## src/rtl/freq_div_pkg.sv

```systemverilog
// Shared constants and the divisor clamp rule for the freq_div family.
package freq_div_pkg;

  // Smallest divisor that still produces a distinct tick and square wave.
  localparam int DIV_MIN = 2;

  // Default widths and divisors used by the BCD and 1-second time-base tops.
  localparam int BCD_CNT_WIDTH = 4;
  localparam int BCD_DIV       = 10;
  localparam int SEC_CNT_WIDTH = 27;
  localparam int SEC_DIV       = 100_000_000;

  // Divisors 0 and 1 are promoted to DIV_MIN; everything else passes through.
  function automatic logic [31:0] clamp_div(input logic [31:0] x);
    return (x < 32'(DIV_MIN)) ? 32'(DIV_MIN) : x;
  endfunction

endpackage

```

## src/rtl/freq_div_core.sv

```systemverilog
// Modulo-N counter with terminal-count detect and a registered tick.
module freq_div_core
  import freq_div_pkg::*;
#(
  parameter int CNT_WIDTH = 3
) (
  input  logic                 clk,
  input  logic                 rst_n,
  input  logic                 en,
  input  logic                 clr,
  input  logic [CNT_WIDTH-1:0] divisor,
  output logic [CNT_WIDTH-1:0] count,
  output logic                 wrap,
  output logic                 tick
);

  // A wrap edge is an enabled, uncleared edge taken from the terminal count.
  assign wrap = en && !clr && (count == divisor - CNT_WIDTH'(1));

  // Counter advances on enable, returns to 0 after divisor-1; tick marks the wrap.
  always_ff @(posedge clk or negedge rst_n) begin
    if (!rst_n) begin
      count <= '0;
      tick  <= 1'b0;
    end else if (clr) begin
      count <= '0;
      tick  <= 1'b0;
    end else if (en) begin
      count <= wrap ? '0 : count + CNT_WIDTH'(1);
      tick  <= wrap;
    end else begin
      tick  <= 1'b0;
    end
  end

endmodule

```

## src/rtl/freq_div_param.sv

```systemverilog
// Run-time programmable clock-enable divider: count, tick and square wave,
// with a divisor that is reloaded only at period boundaries.
module freq_div_param
  import freq_div_pkg::*;
#(
  parameter int CNT_WIDTH   = 3,
  parameter int DIV_DEFAULT = 5
) (
  input  logic                 clk,
  input  logic                 rst_n,
  input  logic                 en,
  input  logic                 clr,
  input  logic                 div_load,
  input  logic [CNT_WIDTH-1:0] div_val,
  output logic [CNT_WIDTH-1:0] out,
  output logic                 tick,
  output logic                 sq_out,
  output logic [CNT_WIDTH-1:0] div_active
);

  if (CNT_WIDTH < 2 || CNT_WIDTH > 32) begin : g_bad_width
    $error("freq_div_param: CNT_WIDTH must be in 2..32");
  end
  if (DIV_DEFAULT < DIV_MIN ||
      longint'(DIV_DEFAULT) > ((longint'(1) << CNT_WIDTH) - 1)) begin : g_bad_default
    $error("freq_div_param: DIV_DEFAULT out of range for CNT_WIDTH");
  end

  localparam logic [CNT_WIDTH-1:0] DIV_RST = CNT_WIDTH'(clamp_div(32'(DIV_DEFAULT)));

  function automatic logic [CNT_WIDTH-1:0] sat_div(input logic [CNT_WIDTH-1:0] x);
    return CNT_WIDTH'(clamp_div(32'(x)));
  endfunction

  logic [CNT_WIDTH-1:0] pending;
  logic [CNT_WIDTH-1:0] load_val;
  logic [CNT_WIDTH-1:0] next_div;
  logic [CNT_WIDTH-1:0] half_m1;
  logic                 wrap;

  // A load coinciding with a wrap or clear bypasses pending and takes effect at once.
  assign load_val = sat_div(div_val);
  assign next_div = div_load ? load_val : pending;
  assign half_m1  = (div_active >> 1) - CNT_WIDTH'(1);

  freq_div_core #(
    .CNT_WIDTH (CNT_WIDTH)
  ) u_core (
    .clk     (clk),
    .rst_n   (rst_n),
    .en      (en),
    .clr     (clr),
    .divisor (div_active),
    .count   (out),
    .wrap    (wrap),
    .tick    (tick)
  );

  // Pending/active divisor registers; active only changes at a wrap or clear.
  always_ff @(posedge clk or negedge rst_n) begin
    if (!rst_n) begin
      pending    <= DIV_RST;
      div_active <= DIV_RST;
    end else begin
      if (div_load) pending <= load_val;
      if (clr || wrap) div_active <= next_div;
    end
  end

  // Square wave: set on wrap, cleared after floor(N/2) enabled counts.
  always_ff @(posedge clk or negedge rst_n) begin
    if (!rst_n) begin
      sq_out <= 1'b0;
    end else if (clr) begin
      sq_out <= 1'b0;
    end else if (wrap) begin
      sq_out <= 1'b1;
    end else if (en && (out == half_m1)) begin
      sq_out <= 1'b0;
    end
  end

endmodule

```

## config.mk

```make
export PLATFORM = sky130hd
export DESIGN_NAME = freq_div_param
export DESIGN_NICKNAME = d
export VERILOG_FILES = /design/src/rtl/freq_div_pkg.sv /design/src/rtl/freq_div_core.sv /design/src/rtl/freq_div_param.sv
export SDC_FILE = /design/constraint.sdc
export NUM_CORES = 1
export LEC_CHECK = 0
export CAP_MARGIN = 20
export CORE_UTILIZATION = 33
export CTS_CLUSTER_DIAMETER = 150
export CTS_CLUSTER_SIZE = 14
export DETAILED_ROUTE_END_ITERATION = 7
export PLACE_DENSITY = 0.55
export SETUP_SLACK_MARGIN = 0.02
export SYNTH_ARGS = -nofsm -noshare
export SYNTH_HDL_FRONTEND = slang
export SYNTH_SLANG_ARGS = --single-unit
export TNS_END_PERCENT = 30
```

## constraint.sdc

```tcl
create_clock -name clk -period 2.5 [get_ports clk]
set_input_delay 0.5 -clock clk [delete_from_list [all_inputs] [get_ports clk]]
set_output_delay 0.5 -clock clk [all_outputs]
set_load 0.1 [all_outputs]
```

==> summary.txt, run 1 <==
Run
  • Max cap viols: 0

Clock tree
  • CTS Buffer Depth: 2
  • Reg clk slew, reported paths: 0.06 ns
  • CTS Root Cell: clkbuf_4
  • TritonCTS buffer count: 3
  • Clock sink total: 11
  • CTS resizes: 0
  • Skew-Pair Late Insertion Delay: 0.27 ns
  • H-Tree Depth: 1
  • CTS tree: built
  • Cts hold-fix bufs: 0
  • Setup bufs post-CTS: 0

Die
  • DIE WIDTH: 44.9 um
  • FP Rows: 15
  • Die Area: 2020 um2
  • Overall die height: 44.9 um
  • Ports: 16
  • Core box area: 1730 um2
  • Initial Util: 35.2%

Timing
  • Endpoints failing hold: 0
  • Tcrit/Tclk final: 82.5%
  • Max Slew Vio Count: 0
  • Slew HR: 65.6%
  • Final setup TNS: 0 ns
  • Fin crit period: 2.06 ns
  • Slew @ Worst Pin: 0.512 ns
  • RSZ-0062 raised after global routing: false
  • Achievable Freq: 485 MHz
  • Final setup vio count: 0
  • Worst Clk Skew: 0.00374 ns

Drt
  • Iteration-0 DRC Markers: 8
  • Wirelength, routed: 1110 um
  • DR WL/cell: 11.7 um
  • Via Count: 427
  • Drt pass-1 iters: 4
  • Post-route ant nets: 0
  • Remaining DRCs: 0
  • Vias per cell: 4.49

Synthesis
  • Avg Cell Area, Syn: 12.2 um2
  • Mapped Cells: 50
  • Most frequent cell after synthesis: dfrtp_1
  • Synth cell count leaders: dfrtp_1, inv_1, dfstp_2
  • Synth top area share: 28.8%
  • Synth Register Bits: 11
  • Synthesized area: 608 um2
  • Most frequently used flop master after synthesis: dfrtp_1
  • Synth area leader: dfrtp_1
  • Post-synth EDFFs: 0
  • Syn_nets: 61
  • Synth warn: 0
  • Synth top area cells: dfrtp_1, dfstp_2, mux2_4, ha_1, xnor2_1
  • Register area share after synthesis: 46.1%
  • Unique masters post-synth: 25
  • FFs w/ async S/R, synth: 100%

Critical path
  • Crit Path Max Fanout: 4
  • Critical Path End Type: register
  • Crit path DAT: 2.22 ns
  • Kind of critical path: reg -> reg
  • R2r setup slk: 0.44 ns
  • Crit path from: div_active[0]$_DFFE_PN1P_
  • Critical path launch point type: register
  • Crit-path cells: inv_1 -> ha_1 -> xnor2_1 -> o41a_4 -> mux2_4
  • Critical Path RT: 2.66 ns
  • Critical Path Slowest Stage Cell: dfstp_2
  • Worst R2R Start: div_active[0]$_DFFE_PN1P_
  • Critical path's largest stage delay: 0.57 ns

Cells and area
  • Final Cell Area: 805 um2
  • Util after Layout: 46.6%
  • Inserted Diodes: 0
  • Fraction of layout cells with a size suffix above 1: 34.3%
  • Synthesis-to-layout area growth: 32.3%
  • Nets: 82

GRT
  • Tot GR Track Use: 13.9%
  • Largest net degree at the start of global routing: 12
  • First-pass GRT wire length: 1840 um
  • Antenna violations before repair: 0
  • GRT overflow: 0
  • Vias in the first global route: 413

Placed design
  • Port bufs: 15
  • Gp weighted congestion: 0.857
  • Placement Cell Area: 778 um2
  • Detail Placement HPWL: 890 um

Pwr
  • Comb pwr share: 40.9%
  • Total power draw: 579 uW
  • Power Density: 720 nW/um2
  • Clock power share: 21.0%
  • Switching share of power: 40.8%
  • Pleak: 0.000369 uW
  • Cell Int Power: 343 uW
  • Maximum vdd ir drop: 0.299 mV
  • Sequential power share: 38.1%
  • P_sw: 236 uW

Worst hold path
  • Hold wc startpoint: pending[0]$_DFF_PN1_
  • Hold Crit Class: reg -> reg

Outcome
  • Status: finished, final reports clean
==> stage by stage <==
step	hold slack, ns	setup slack [ns]	instances
floorplan	0.204	0.0826	50
global placement	0.521	0.226	91
detailed placement	0.523	0.220	91
CTS	0.539	0.429	95
global route	0.559	0.370	95
finish	0.530	0.438	95
==> final cells by class <==
type	instances	area, um2
fill	172	922
multi-input combinational	33	305
sequential	11	282
timing repair buffer	16	138
tap	25	31.3
clock buffer	4	26.3
inverter	6	22.5
==> registers in the layout (all words and copies together), names as in the netlist <==
| register | flops |
|---|---|
| u_core.tick | 1 |
| pending | 3 |
| u_core.count | 3 |
| div_active | 3 |
| sq_out | 1 |
==> path summary, 6_finish.rpt <==
kind	to	cells after the start
setup / recovery	div_active[1]$_DFFE_PN0P_	5
hold / removal	pending[0]$_DFF_PN1_	2
setup reg to reg	div_active[1]$_DFFE_PN0P_	5
hold reg to reg	pending[0]$_DFF_PN1_	2
max in group asynchronous	div_active[1]$_DFFE_PN0P_	1
min in group asynchronous	u_core.count[2]$_DFFE_PN0P_	1
==> per-layer routing <==
metal | vias to the layer above | wire, um | global-route usage, %
met1 | 197 | 563 | 18.7
met2 | 11 | 465 | 17.4
met4 | 0 | 32 | 12.7
met5 | - | 0 | 0
met3 | 3 | 49 | 4.40
li1 | 216 | - | -
==> cells by family after synthesis <==
group                      Yosys count  synth area share [%]
DFF                                 11                  46.1
xor gates and xnor gates             7                  12.8
adders and majority gates            3                  6.17
buffers and inverters                6                  3.70
and+or+nand+nor                     10                  9.47
muxes                                4                  9.26
AOI/OAI and AO/OA                    9                  12.6
==> cells in the final DEF, fill, tap and decap left out <==
cell type / instances
a21oi_1: 2
a31o_2: 1
a31oi_1: 1
and2_1: 1
buf_4: 9
clkbuf_1: 1
clkbuf_4: 3
clkdlybuf4s50_1: 7
dfrtp_1: 6
dfrtp_2: 1
dfstp_2: 4
ha_1: 3
inv_1: 6
mux2_2: 1
mux2_4: 3
nand2_1: 1
nand2b_1: 2
nand4_1: 1
nor2_1: 1
nor2b_1: 1
nor3_1: 1
nor4_1: 1
o211ai_1: 1
o21ai_0: 1
o41a_4: 1
o41ai_1: 2
or2b_1: 1
xnor2_1: 3
xor2_1: 3
xor3_2: 1
==> critical path: cells and delay by family (launching register included) <==
kind | cells | cell delay (ns)
XOR/XNOR | 1 | 0.18
buffers and inverters | 1 | 0.05
adder cells (fa/ha/maj) | 1 | 0.29
multiplexers | 1 | 0.30
AO/OA/AOI/OAI | 1 | 0.55
flip-flops | 1 | 0.57
==> power groups by stage <==
stage	Combinational, uW	Sequential, uW	Clock [uW]
after floorplan	85.0	320	0
after global placement	238	224	0
after detailed placement	238	225	0
after CTS	239	221	126
after global routing	254	224	136
final	237	221	122
Power figures use the tool's default switching activity.
==> run 2: changes to the inputs <==
Clock period 2.5 ns to 2 ns, I/O delays scaled along.
==> run 2 against run 1 <==
  * Sequential power rose by 26%
  * Clock skew fell by 0.0024 ns
  * Flip-flop and latch count unchanged
  * Count of clock-buffer cells in the layout shrank 1
  * Cell area is 17% higher
  * Critical path type unchanged
  * Largest cell class unchanged
==> summary.txt, run 2 (synthesized netlist as in run 1, its figures left out) <==
Outcome
  • Status: finished, final reports clean

Critical path
  • R2r endpoint: div_active[1]$_DFFE_PN0P_
  • Critical path launch point type: register
  • Crit path DAT: 2.12 ns (-0.10 ns)
  • Worst R2R Start: div_active[0]$_DFFE_PN1P_
  • Crit Path Max Fanout: 3 (-1)
  • Kind of critical path: reg -> reg
  • Critical Path RT: 2.16 ns (-0.50 ns)
  • Critical Path End Type: register
  • R2R cell count: 5 (unchanged)
  • R2r setup slk: 0.03 ns (-0.40 ns)

Clock tree
  • Reg clk slew, reported paths: 0.07 ns (about the same)
  • TritonCTS buffer count: 3 (unchanged)
  • H-Tree Depth: 1 (unchanged)
  • CTS Root Cell: clkbuf_4
  • Clock sink total: 11 (unchanged)
  • CTS tree: built
  • Skew-Pair Late Insertion Delay: 0.27 ns (about the same)
  • Setup bufs post-CTS: 0 (unchanged)
  • Cts hold-fix bufs: 0 (unchanged)
  • CTS Buffer Depth: 2 (unchanged)

Placed design
  • Port bufs: 15 (unchanged)
  • Placement Setup Slack: -0.0676 ns (-0.287 ns)
  • Gp weighted congestion: 0.785 (-8.4%)
  • Placement Cell Area: 905 um2 (+16%)
  • Detail Placement HPWL: 975 um (+9.6%)

Die
  • Overall die height: 44.9 um (unchanged)
  • DIE WIDTH: 44.9 um (unchanged)
  • Core box area: 1730 um2 (unchanged)
  • Initial Util: 35.2% (unchanged)
  • Die Area: 2020 um2 (unchanged)
  • FP Rows: 15 (unchanged)
  • Ports: 16 (unchanged)

Timing
  • Achievable Freq: 509 MHz (+4.9%)
  • Min Hold Slack: 0.470 ns (-0.0598 ns)
  • Slew @ Worst Pin: 0.515 ns (+0.00367 ns)
  • Endpoints failing hold: 0 (unchanged)
  • Tcrit/Tclk final: 98.3% (+16 points)
  • Final setup TNS: 0 ns (unchanged)
  • Max Slew Vio Count: 0 (unchanged)
  • Fin crit period: 1.97 ns (-0.0963 ns)
  • Slew HR: 65.5% (about the same)
  • Post-route setup slack: 0.0343 ns (-0.404 ns)
  • RSZ-0062 raised after global routing: true
  • Worst Clk Skew: 0.00130 ns (-0.00244 ns)
  • Final setup vio count: 0 (unchanged)

GRT
  • Largest net degree at the start of global routing: 12 (unchanged)
  • Tot GR Track Use: 15.3% (+1.3 points)
  • Vias in the first global route: 437 (+5.8%)
  • GRT overflow: 0 (unchanged)
  • Antenna violations before repair: 0 (unchanged)
  • First-pass GRT wire length: 2060 um (+12%)

Cells and area
  • Util after Layout: 54.7% (+8.1 points)
  • Synthesis-to-layout area growth: 55.3%
  • Largest regs: div_active (3), pending (3), u_core.count (3)
  • Multi-input logic area: 318 um2 (+4.1%)
  • Register area: 295 um2 (+4.9%)
  • Final Cell Area: 945 um2 (+17%)
  • Fraction of layout cells with a size suffix above 1: 46.2% (+12 points)
  • Nets: 90 (+9.8%)
  • Commonest non-fill, non-tap cell in the layout: buf_4
  • Most frequent cells in the layout: buf_4, clkdlybuf4s50_1, inv_1, dfrtp_1, buf_12
  • Inserted Diodes: 0 (unchanged)
  • Fillcell total: 155 (-9.9%)

Drt
  • DR WL/cell: 11.9 um (+1.5%)
  • Via Count: 444 (+4.0%)
  • Remaining DRCs: 0 (unchanged)
  • Met1 Wirelength: 650 um (+15%)
  • Iteration-0 DRC Markers: 4 (-4)
  • Post-route ant nets: 0 (unchanged)
  • Met3 Wirelength: 36 um (-27%)
  • Max layer used: met4
  • Vias per cell: 4.31 (-4.1%)
  • Wire length on met2: 516 um (+11%)
  • Drt pass-1 iters: 3 (-1)
  • Wirelength, routed: 1220 um (+10%)

Pwr
  • Pleak: 0.000429 uW (+16%)
  • Maximum vdd ir drop: 0.565 mV (+89%)
  • Power Density: 849 nW/um2 (+18%)

Run
  • Max cap viols: 0 (unchanged)

Worst hold path
  • Hold Crit Class: in -> async
run 2: cell count changes in the layout (fill, tap and decap cells not counted), sizes merged:
cell    change
clkbuf      -1
buf         +8
clkinv      +1
run 2: cell type report:
cell class / instances / area share (%)
inverter: 6 / 2.65
multi-input combinational: 33 / 33.6
timing repair buffer: 24 / 26.2
tap: 25 / 3.31
clock inverter: 1 / 0.530
sequential: 11 / 31.3
clock buffer: 3 / 2.38
run 2: repair_timing:
| item | CTS | global route |
|---|---|---|
| gates cloned | 0 | 0 |
| gates resized for setup | 0 | 2 |
| endpoints found under the setup margin | 1 | 3 |
| pin swaps | 1 | 0 |
run 2: worst max-delay path by stage:
| stage | startpoint | to | slack (ns) | cells past startpoint |
|---|---|---|---|---|
| final | div_active[0]$_DFFE_PN1P_ | div_active[1]$_DFFE_PN0P_ | 0.03 | 5 |
| after global routing | div_active[0]$_DFFE_PN1P_ | div_active[1]$_DFFE_PN0P_ | -0.02 | 5 |
| after CTS | div_active[0]$_DFFE_PN1P_ | div_active[1]$_DFFE_PN0P_ | 0.02 | 5 |
| after detailed placement | en | div_active[1]$_DFFE_PN0P_ | -0.07 | 4 |
| after global placement | en | div_active[1]$_DFFE_PN0P_ | -0.05 | 4 |
| after floorplan | div_active[0]$_DFFE_PN1P_ | div_active[1]$_DFFE_PN0P_ | -0.19 | 5 |
run 2: critical path: stages, from the launching register on:
cell and delay [ns]:
dfstp_4 0.63, inv_4 0.04, ha_4 0.14, xor3_2 0.24
o41a_4 0.51, mux2_4 0.30
run 2: power breakdown:
part	internal [uW]	switching, uW	leakage (uW)
Sequential	259	19.6	0.000129
Clock	74.0	77.0	0.0000177
Combinational	154	219	0.000282
run 2: routing by layer:
| metal | GRT usage, % | vias up |
|---|---|---|
| li1 | - | 236 |
| met1 | 20.6 | 197 |
| met2 | 21.2 | 9 |
| met3 | 6.00 | 2 |
| met4 | 7.27 | 0 |
| met5 | 0 | - |
run 2: metrics by stage:
step                total power (uW)  std cells
finish                           802        103
global route                     851        103
CTS                              806        103
detailed placement               649         99
global placement                 647         99
floorplan                        516         50
